<file path="config.mk">
export PLATFORM = sky130hd
export DESIGN_NAME = ni_miter_pipe_flat
export DESIGN_NICKNAME = d
export VERILOG_FILES = /design/src/rtl/ni_miter_pipe_if.sv /design/src/rtl/ni_miter_pipe.sv /design/src/flat_wrapper.sv
export SDC_FILE = /design/constraint.sdc
export NUM_CORES = 1
export LEC_CHECK = 0
export ABC_AREA = 0
export CORE_UTILIZATION = 51
export CTS_CLUSTER_DIAMETER = 120
export DETAILED_ROUTE_END_ITERATION = 10
export PLACE_DENSITY = 0.84
export SETUP_SLACK_MARGIN = 0.1
export SLEW_MARGIN = 40
export SYNTH_ARGS = -nofsm -noshare
export SYNTH_HDL_FRONTEND = slang
export SYNTH_SLANG_ARGS = --single-unit
</file>
<file path="constraint.sdc">
create_clock -name clock -period 3.9 [get_ports clock]
set_input_delay 0.78 -clock clock [delete_from_list [all_inputs] [get_ports clock]]
set_output_delay 0.78 -clock clock [all_outputs]
set_load 0.1 [all_outputs]
</file>
<file path="src/rtl/ni_miter_pipe_if.sv">
// rtl/ni_miter_pipe_if.sv - stimulus and observation bundle for the noninterference miter
//
// Purpose: groups the shared stimulus (valid, public and secret inputs for both
// copies) and the observation outputs of ni_miter_pipe into one bundle.
// Ports (all inside the bundle):
//   valid      advance both copies this cycle
//   pub_a/b    public inputs of copy A / copy B
//   sec_a/b    secret inputs of copy A / copy B
//   obs_a/b    last pipeline stage of copy A / copy B
//   assume_ok  public inputs matched on every valid cycle since reset
//   violation  sticky noninterference violation
//   viol_step  step count captured at the first violation
//   step_cnt   saturating count of valid cycles since reset
// master drives the stimulus, slave is the miter itself.

interface ni_miter_pipe_if #(
  parameter int WIDTH = 4,
  parameter int CNT_W = 8
);
  logic             valid;
  logic [WIDTH-1:0] pub_a;
  logic [WIDTH-1:0] pub_b;
  logic [WIDTH-1:0] sec_a;
  logic [WIDTH-1:0] sec_b;
  logic [WIDTH-1:0] obs_a;
  logic [WIDTH-1:0] obs_b;
  logic             assume_ok;
  logic             violation;
  logic [CNT_W-1:0] viol_step;
  logic [CNT_W-1:0] step_cnt;

  modport master (
    output valid, pub_a, pub_b, sec_a, sec_b,
    input  obs_a, obs_b, assume_ok, violation, viol_step, step_cnt
  );

  modport slave (
    input  valid, pub_a, pub_b, sec_a, sec_b,
    output obs_a, obs_b, assume_ok, violation, viol_step, step_cnt
  );
endinterface

</file>
<file path="src/rtl/ni_miter_pipe.sv">
// rtl/ni_miter_pipe.sv - two-copy accumulate/pipeline noninterference miter
//
// Purpose: runs two identical accumulate-and-pipeline datapaths side by side on
// shared valid, per-copy public and secret inputs, tracks whether the public
// inputs stayed equal, and latches the first observable divergence seen while
// they did.
// Ports:
//   clock    rising-edge clock
//   reset_n  synchronous active-low reset
//   bus      ni_miter_pipe_if.slave (stimulus in, observations out)
// Parameters:
//   WIDTH  datapath width, DEPTH  observable pipeline stages,
//   LEAK   nonzero mixes the secret into pipeline stage 0,
//   CNT_W  width of step counter and violation timestamp.

module ni_miter_pipe #(
  parameter int WIDTH = 4,
  parameter int DEPTH = 2,
  parameter int LEAK  = 0,
  parameter int CNT_W = 8
) (
  input  logic           clock,
  input  logic           reset_n,
  ni_miter_pipe_if.slave bus
);

  localparam bit LEAK_EN = (LEAK != 0);

  // Index 0 is copy A, index 1 is copy B.
  logic [WIDTH-1:0] pub      [2];
  logic [WIDTH-1:0] sec_mix  [2];
  logic [WIDTH-1:0] acc_next [2];
  logic [WIDTH-1:0] acc_q    [2];
  logic [WIDTH-1:0] pipe_q   [2][DEPTH];

  logic             assume_ok_q;
  logic             violation_q;
  logic [CNT_W-1:0] viol_step_q;
  logic [CNT_W-1:0] step_cnt_q;

  logic             pub_equal;
  logic             obs_differ;
  logic             step_sat;

  assign pub[0] = bus.pub_a;
  assign pub[1] = bus.pub_b;

  // Without leakage the secret is masked off entirely, so both copies see
  // exactly the same function of their public inputs.
  assign sec_mix[0] = LEAK_EN ? bus.sec_a : '0;
  assign sec_mix[1] = LEAK_EN ? bus.sec_b : '0;

  always_comb begin
    for (int c = 0; c < 2; c++) begin
      acc_next[c] = acc_q[c] + pub[c];
    end
  end

  // Datapath copies: accumulator feeding a DEPTH-stage shift pipeline.
  always_ff @(posedge clock) begin
    if (!reset_n) begin
      for (int c = 0; c < 2; c++) begin
        acc_q[c] <= '0;
        for (int i = 0; i < DEPTH; i++) begin
          pipe_q[c][i] <= '0;
        end
      end
    end else if (bus.valid) begin
      for (int c = 0; c < 2; c++) begin
        acc_q[c]     <= acc_next[c];
        pipe_q[c][0] <= acc_next[c] ^ sec_mix[c];
        for (int i = 1; i < DEPTH; i++) begin
          pipe_q[c][i] <= pipe_q[c][i-1];
        end
      end
    end
  end

  assign pub_equal  = (bus.pub_a == bus.pub_b);
  assign obs_differ = (pipe_q[0][DEPTH-1] != pipe_q[1][DEPTH-1]);
  assign step_sat   = &step_cnt_q;

  // Monitor. The violation check deliberately uses the pre-edge assume_ok,
  // so a public mismatch arriving on the same edge as an observable mismatch
  // still records the violation.
  always_ff @(posedge clock) begin
    if (!reset_n) begin
      assume_ok_q <= 1'b1;
      violation_q <= 1'b0;
      viol_step_q <= '0;
      step_cnt_q  <= '0;
    end else begin
      if (bus.valid && !step_sat) begin
        step_cnt_q <= step_cnt_q + CNT_W'(1);
      end
      if (bus.valid && !pub_equal) begin
        assume_ok_q <= 1'b0;
      end
      if (!violation_q && assume_ok_q && obs_differ) begin
        violation_q <= 1'b1;
        viol_step_q <= step_cnt_q;
      end
    end
  end

  assign bus.obs_a     = pipe_q[0][DEPTH-1];
  assign bus.obs_b     = pipe_q[1][DEPTH-1];
  assign bus.assume_ok = assume_ok_q;
  assign bus.violation = violation_q;
  assign bus.viol_step = viol_step_q;
  assign bus.step_cnt  = step_cnt_q;

endmodule

</file>
<file path="src/flat_wrapper.sv">
// flat-port wrapper written by rule: the top's interface ports become plain ports
module ni_miter_pipe_flat 
#(
  parameter int WIDTH = 4,
  parameter int DEPTH = 2,
  parameter int LEAK  = 0,
  parameter int CNT_W = 8
)
  (clock, reset_n, bus_valid, bus_pub_a, bus_pub_b, bus_sec_a, bus_sec_b, bus_obs_a, bus_obs_b, bus_assume_ok, bus_violation, bus_viol_step, bus_step_cnt);
  ni_miter_pipe_if #(.WIDTH(WIDTH), .CNT_W(CNT_W)) bus_i ();
  input  logic clock;
  input  logic reset_n;
  input wire logic [$bits(bus_i.valid)-1:0] bus_valid;
  input wire logic [$bits(bus_i.pub_a)-1:0] bus_pub_a;
  input wire logic [$bits(bus_i.pub_b)-1:0] bus_pub_b;
  input wire logic [$bits(bus_i.sec_a)-1:0] bus_sec_a;
  input wire logic [$bits(bus_i.sec_b)-1:0] bus_sec_b;
  output wire logic [$bits(bus_i.obs_a)-1:0] bus_obs_a;
  output wire logic [$bits(bus_i.obs_b)-1:0] bus_obs_b;
  output wire logic [$bits(bus_i.assume_ok)-1:0] bus_assume_ok;
  output wire logic [$bits(bus_i.violation)-1:0] bus_violation;
  output wire logic [$bits(bus_i.viol_step)-1:0] bus_viol_step;
  output wire logic [$bits(bus_i.step_cnt)-1:0] bus_step_cnt;
  assign bus_i.valid = bus_valid;
  assign bus_i.pub_a = bus_pub_a;
  assign bus_i.pub_b = bus_pub_b;
  assign bus_i.sec_a = bus_sec_a;
  assign bus_i.sec_b = bus_sec_b;
  assign bus_obs_a = bus_i.obs_a;
  assign bus_obs_b = bus_i.obs_b;
  assign bus_assume_ok = bus_i.assume_ok;
  assign bus_violation = bus_i.violation;
  assign bus_viol_step = bus_i.viol_step;
  assign bus_step_cnt = bus_i.step_cnt;
  ni_miter_pipe #(.WIDTH(WIDTH), .DEPTH(DEPTH), .LEAK(LEAK), .CNT_W(CNT_W)) u_core (.clock(clock), .reset_n(reset_n), .bus(bus_i));
endmodule
</file>
==> results of run 1 <==
[layout make-up]
class | instances | area, um^2 | area share, %
multi-input cells | 110 | 769 | 39.0
flip-flops and latches | 34 | 841 | 42.6
clock buffers | 6 | 51.3 | 2.60
well taps | 44 | 55.1 | 2.79
repair buffers | 37 | 238 | 12.0
inverters | 2 | 7.51 | 0.380
clock inverters | 2 | 11.3 | 0.571
[stage by stage]
| step | hold WS, ns | std cells |
|---|---|---|
| CTS | 0.469 | 235 |
| detailed placement | 0.454 | 227 |
| global route | 0.489 | 235 |
| global placement | 0.445 | 227 |
| finish | 0.466 | 235 |
| floorplan | 0.564 | 153 |
[flip-flops by register name, indices dropped and copies added (netlist names)]
| register | flops |
|---|---|
| u_core.pipe_q | 16 |
| u_core.bus.step_cnt | 8 |
| u_core.bus.viol_step | 8 |
| u_core.bus.assume_ok | 1 |
| u_core.bus.violation | 1 |
[final timing paths]
| kind | to | slack, ns |
|---|---|---|
| hold reg to reg | u_core.bus.viol_step[3] | 0.47 |
| setup reg to reg | u_core.pipe_q[1][7] | 2.35 |
| hold / removal | u_core.bus.viol_step[3] | 0.47 |
| setup / recovery | u_core.pipe_q[1][4] | 1.57 |
[metal layers]
layer  GRT usage, %  up-vias  share of wire (%)
met1           25.7      586                 48
met2           32.3       29                 47
met3           5.93        6                3.9
met5              0        -                  0
li1               -      611                  -
met4           7.48        0                1.5
[synthesized netlist by cell type]
| cell type | n | area share, % |
|---|---|---|
| nand2_1 | 23 | 5.2 |
| dfxtp_1 | 18 | 22 |
| edfxtp_1 | 16 | 29 |
| and3_1 | 13 | 4.9 |
| nor2_1 | 11 | 2.5 |
| mux2i_1 | 10 | 6.1 |
| xnor2_1 | 10 | 5.3 |
| ha_1 | 7 | 5.3 |
| nand3_1 | 5 | 1.5 |
| xor2_1 | 5 | 2.7 |
| a21oi_1 | 4 | 1.2 |
| buf_2 | 3 | 0.91 |
| clkbuf_1 | 3 | 0.68 |
| o21ai_0 | 3 | 0.91 |
| a21o_1 | 2 | 0.91 |
| and4_2 | 2 | 1.2 |
| fa_1 | 2 | 2.4 |
| inv_1 | 2 | 0.45 |
| a211oi_1 | 1 | 0.45 |
| a31oi_1 | 1 | 0.38 |
| buf_4 | 1 | 0.45 |
| nand2b_1 | 1 | 0.38 |
| nand2b_4 | 1 | 0.83 |
| nand3b_1 | 1 | 0.45 |
| nand4_1 | 1 | 0.38 |
| nand4_2 | 1 | 0.76 |
| nor2b_1 | 1 | 0.38 |
| nor3_1 | 1 | 0.30 |
| nor3_2 | 1 | 0.61 |
| o211ai_1 | 1 | 0.45 |
| o21ai_2 | 1 | 0.53 |
| o41ai_1 | 1 | 0.53 |
[power by group]
group          switching (mW)  internal, mW
clock                   0.123        0.0873
combinational           0.133        0.0544
sequential             0.0158         0.396
total                   0.271         0.537
[cell families (layout without fill, tap and decap cells)]
group,Yosys count,after routing,share of synthesized area [%]
and+or+nand+nor,62,62,19.5
DFF,34,34,50.9
xor gates and xnor gates,15,15,7.95
AOI/OAI and AO/OA,14,14,5.38
muxes,10,10,6.06
adders and majority gates,9,9,7.73
buffers and inverters,9,47,2.50
==> impl_results.md, run 1 <==
- Routed WL: 3140 um
- CTS root buf: clkbuf_4
- Die width: between 50 and 60 um
- Setup bufs post-CTS: 0
- Clock Tree Buf Depth: 2
- TritonRoute pass-1 iters: 4
- Leading cell type in the layout, fill and taps excluded: buf_2
- Crit Path Category: primary input to flop
- Total leakage power: between 0.9 and 1 nW
- CP peak stage delay: 0.84 ns
- Crit. End Element: flop
- Largest net degree at the start of global routing: 36
- Cts bufs inserted: 5
- Post-Syn Instances: 153
- Fill cells: 270
- CP Cell Sequence: clkdlybuf4s50_1 > nand2b_1
- Status: completed
- Layout area overhead: 19.5%
- Ant diodes: 0
- Pwr Total: 0.809 mW
- Fin crit share: 59.7%
- # nets final: 218
- Commonest cells after routing, fill and taps aside: buf_2 (26), nand2_1 (23), dfxtp_1 (18), edfxtp_1 (16), and3_1 (13)
- Number of cells on the critical path: 2
- Starting density of the core: 54.1%
- CTS tree: built
- Distinct cells, synth: 32
- CP startpoint: bus_valid
- Maximum vdd ir drop: between 0.00015 and 0.0002 V
- R2R Path Start: u_core.pipe_q[1][5]
- Fin Setup TNS: 0 ns
- Drt drc: 0
- Resize count post-CTS: 0
- Syn Std Cell Area: ~1700 um^2
- I/O Pins: 45
- Pwr Density: 410 nW/um^2
- Core Area: about 3100 um^2
- Reg clk slew, reported paths: 0.11 ns
- CTS Hold Bufs: 0
- Vias per cell: between 5 and 6
- Vias in the first global route: about 1,100
- Min Tclk post-route: roughly 2.3 ns
- Clk_lat worst skew: 0.34 ns
- Syn Nets: 181
- Clk sinks: 34
- H-tree levels: 2
- Post-Place Setup Slack: 1.20 ns
- Critical path buffers and inverters: 1
- DR WL/cell: 13.4 um
- Detailed Place HPWL: 2350 um
- Util after Layout: 64.6%
- Max Fanout on Critical Path: 20
- Worst path slowest cell: clkdlybuf4s50_1
- PortBufs: 36
- Setup slack after layout: 1.57 ns
- Least-Margin Pin Slew: 0.742 ns
- Worst Skew: approximately 0.0043 ns
- Die area: 3470 um^2
- Kind of start point of the critical path: primary input
- Routed Antenna Nets: 0
- Final count of negative-setup-slack endpoints: 0
- Slew Viols, Final: 0
- Final GP Congestion: 0.802
- Tot GR Track Use: 20.1%
- Initial DRC Count: 61
- Unrepaired setup endpoints after global routing: false
- Hold Crit Depth: 2
- Register area share after synthesis: 50.9%
- Syn Area/Cell: 10.8 um^2
- Hold Vio Cnt, Final: 0
- Num rows: 20
- Layout cells sized above 1: 21.5%
- Worst endpoint required time: 3.88 ns
- Max-cap violations: 0
- Die Span Y: 58.9 um
- Worst R2R Path Depth: 5
- Design area: 1970 um^2
- Yosys warns: 0
- Post-placement cell area: 1910 um^2
- Maximum clock rate: 430 MHz
- Antenna violations before repair: 0
- Seq cells post-synth: 34
- Hold Startpoint: u_core.bus.viol_step[3]
- Total number of vias: roughly 1,200
- Hold Crit Class: flop to flop
- Global-route wire length before repair: 5090 um
- Data arrival time of the critical path: 2.30 ns
- Relative slew slack: 50.6%
- GRT overflow: 0
- Kind of cell adding the most delay to the critical path: buffers and inverters
(Power assumes the default switching activity.)
==> inputs of run 2 (changes only) <==
--- a/config.mk
+++ b/config.mk
@@ -6,10 +6,10 @@
 export NUM_CORES = 1
 export LEC_CHECK = 0
 export ABC_AREA = 0
-export CORE_UTILIZATION = 51
+export CORE_UTILIZATION = 43
 export CTS_CLUSTER_DIAMETER = 120
 export DETAILED_ROUTE_END_ITERATION = 10
-export PLACE_DENSITY = 0.84
+export PLACE_DENSITY = 0.75
 export SETUP_SLACK_MARGIN = 0.1
 export SLEW_MARGIN = 40
 export SYNTH_ARGS = -nofsm -noshare
==> constraint.sdc (replaced) <==
create_clock -name clock -period 1.85 [get_ports clock]
set_input_delay 0.37 -clock clock [delete_from_list [all_inputs] [get_ports clock]]
set_output_delay 0.37 -clock clock [all_outputs]
set_load 0.1 [all_outputs]
==> impl_results.md, run 2 (same netlist as run 1, synthesis figures left out) <==
- Crit Path Category: primary input to flop
- Commonest cells after routing, fill and taps aside: nand2_1 (23), buf_12 (23), edfxtp_1 (16), and3_1 (13), buf_4 (12)
- Placed Cells: 239 (+5.3%)
- TritonRoute pass-1 iters: 7 (+3)
- Routed Antenna Nets: 0 (unchanged)
- Slew Viols, Final: 0 (unchanged)
- Min Tclk post-route: 1.67 ns
- Final count of negative-setup-slack endpoints: 0 (unchanged)
- Cell-internal power: 1.38 mW (+160%)
- Routed WL: 3470 um (+10%)
- Fin crit share: 90.4%
- Crit. End Element: flop
- Design area: 2440 um^2 (+24%)
- Unrepaired setup endpoints after global routing: false
- Hold Slack: 0.463 ns (-0.00318 ns)
- Max Fanout on Critical Path: 2 (-90%)
- Clock Tree Buf Depth: 2 (unchanged)
- Final GP Congestion: 0.788 (-1.7%)
- Reg clk slew, reported paths: 0.07 ns (-0.04 ns)
- Resize count post-CTS: 0 (unchanged)
- Post-placement cell area: 2340 um^2 (+22%)
- Hold Vio Cnt, Final: 0 (unchanged)
- Die area: 4090 um^2 (+18%)
- Vias in the first global route: 1,280 (+16%)
- Total number of vias: 1,261 (+2.4%)
- Post-Place Setup Slack: -0.0979 ns (-1.30 ns)
- Detailed Place HPWL: 2690 um (+15%)
- Ant diodes: 0 (unchanged)
- CTS tree: built
- Worst Skew: 0.00607 ns (+0.00172 ns)
- Worst path slowest cell: fa_1
- Maximum vdd ir drop: 0.000582 V (+210%)
- Cts bufs inserted: 5 (unchanged)
- Layout area overhead: 47.7%
- Comb power frac: 24.7% (+1.5 points)
- Util after Layout: 66.6% (+2.0 points)
- GRT overflow: 0 (unchanged)
- Num rows: 22 (+10%)
- Die width: 64.0 um (+8.6%)
- # nets final: 226 (+3.7%)
- Die Span Y: 64.0 um (+8.6%)
- Clk sinks: 34 (unchanged)
- Data arrival time of the critical path: 1.71 ns (-0.59 ns)
- Multi-input gate area: 769 um^2 (unchanged)
- DR WL/cell: 14.0 um (+5.1%)
- I/O Pins: 45 (unchanged)
- Least-Margin Pin Slew: 0.509 ns (-0.233 ns)
- Setup slack after layout: 0.177 ns (-1.40 ns)
- Initial DRC Count: 95 (+56%)
- Reg area: 851 um^2 (+1.2%)
- PortBufs: 36 (unchanged)
- Pwr Density: 809 nW/um^2 (+97%)
- Kind of start point of the critical path: primary input
- Net Sw Frac: 29.9% (-3.7 points)
- H-tree levels: 2 (unchanged)
- Critical path buffers and inverters: 1 (unchanged)
- Starting density of the core: 45.1% (-9.0 points)
- Max-cap violations: 0 (unchanged)
- Total leakage power: 1.05 nW (+14%)
- Fin cells: 247 (+5.1%)
- Relative slew slack: 66.0% (+15 points)
- Maximum clock rate: 598 MHz
- Hold Crit Class: flop to flop
- Largest Register: u_core.pipe_q
- Tot GR Track Use: 19.1% (-1.0 points)
- Kind of cell adding the most delay to the critical path: adder cells
- CP Cell Sequence: clkdlybuf4s50_1 > ha_1 > fa_1 > xnor2_1 > nor2_1
- Drt drc: 2 (+2)
- Antenna violations before repair: 0 (unchanged)
- Setup bufs post-CTS: 0 (unchanged)
- Max reg flops: 16 (unchanged)
- Psw: 0.589 mW (+120%)
- Worst endpoint required time: 1.89 ns (-1.99 ns)
- CTS Hold Bufs: 0 (unchanged)
- Pwr Total: 1.97 mW (+140%)
- Fin Setup TNS: 0 ns (unchanged)
- Sequential power share: 44.7% (-6.2 points)
- Vias per cell: 5.11 (-2.6%)
- Status: complete, but fails checks
- Core Area: 3660 um^2 (+20%)
- CTS root buf: clkbuf_8
- CP peak stage delay: 0.43 ns (-0.41 ns)
- Layout cells sized above 1: 27.6% (+6.2 points)
- Clock Power Share: 30.6% (+4.6 points)
- Largest net degree at the start of global routing: 26 (-28%)
- Fill cells: 260 (-3.7%)
- Clk_lat worst skew: 0.28 ns (-0.06 ns)
- Failing checks: design-rule violations
- Global-route wire length before repair: 5940 um (+17%)
## run 2: layout make-up
| class | count | area share [%] |
|---|---|---|
| sequential | 34 | 34.9 |
| tap | 48 | 2.46 |
| clock buffer | 8 | 4.15 |
| timing repair buffer | 45 | 26.7 |
| multi-input combinational | 110 | 31.5 |
| inverter | 2 | 0.308 |
## run 2: power groups by stage
stage / Sequential, mW / Combinational [mW] / Clock [mW]
finish: 0.881 / 0.487 / 0.604
floorplan: 1.05 / 0.151 / 0
global placement: 0.896 / 0.474 / 0
global route: 0.887 / 0.513 / 0.657
detailed placement: 0.899 / 0.486 / 0
CTS: 0.882 / 0.489 / 0.616
## run 2: tightest hold or removal path: stages, from the launching register on
cell	delay, ns
dfxtp_1	0.31
nand2_1	0.05
mux2i_1	0.05
## run 2: layer usage
metal,global-route usage (%),vias to the layer above,share of wire (%)
met5,0,-,0
met4,5.97,0,0.55
met3,4.46,2,3.3
met2,32.8,28,52
met1,23.5,603,44
li1,-,628,-
## run 2: worst paths after layout
kind	startpoint	end	slack [ns]	depth (start not counted)
worst max-delay path	bus_pub_a[0]	u_core.pipe_q[0][6]	0.18	5
worst min-delay path	u_core.bus.viol_step[4]	u_core.bus.viol_step[4]	0.46	2
worst max register to register	u_core.pipe_q[0][4]	u_core.pipe_q[0][6]	0.31	4
worst min register to register	u_core.bus.viol_step[4]	u_core.bus.viol_step[4]	0.46	2
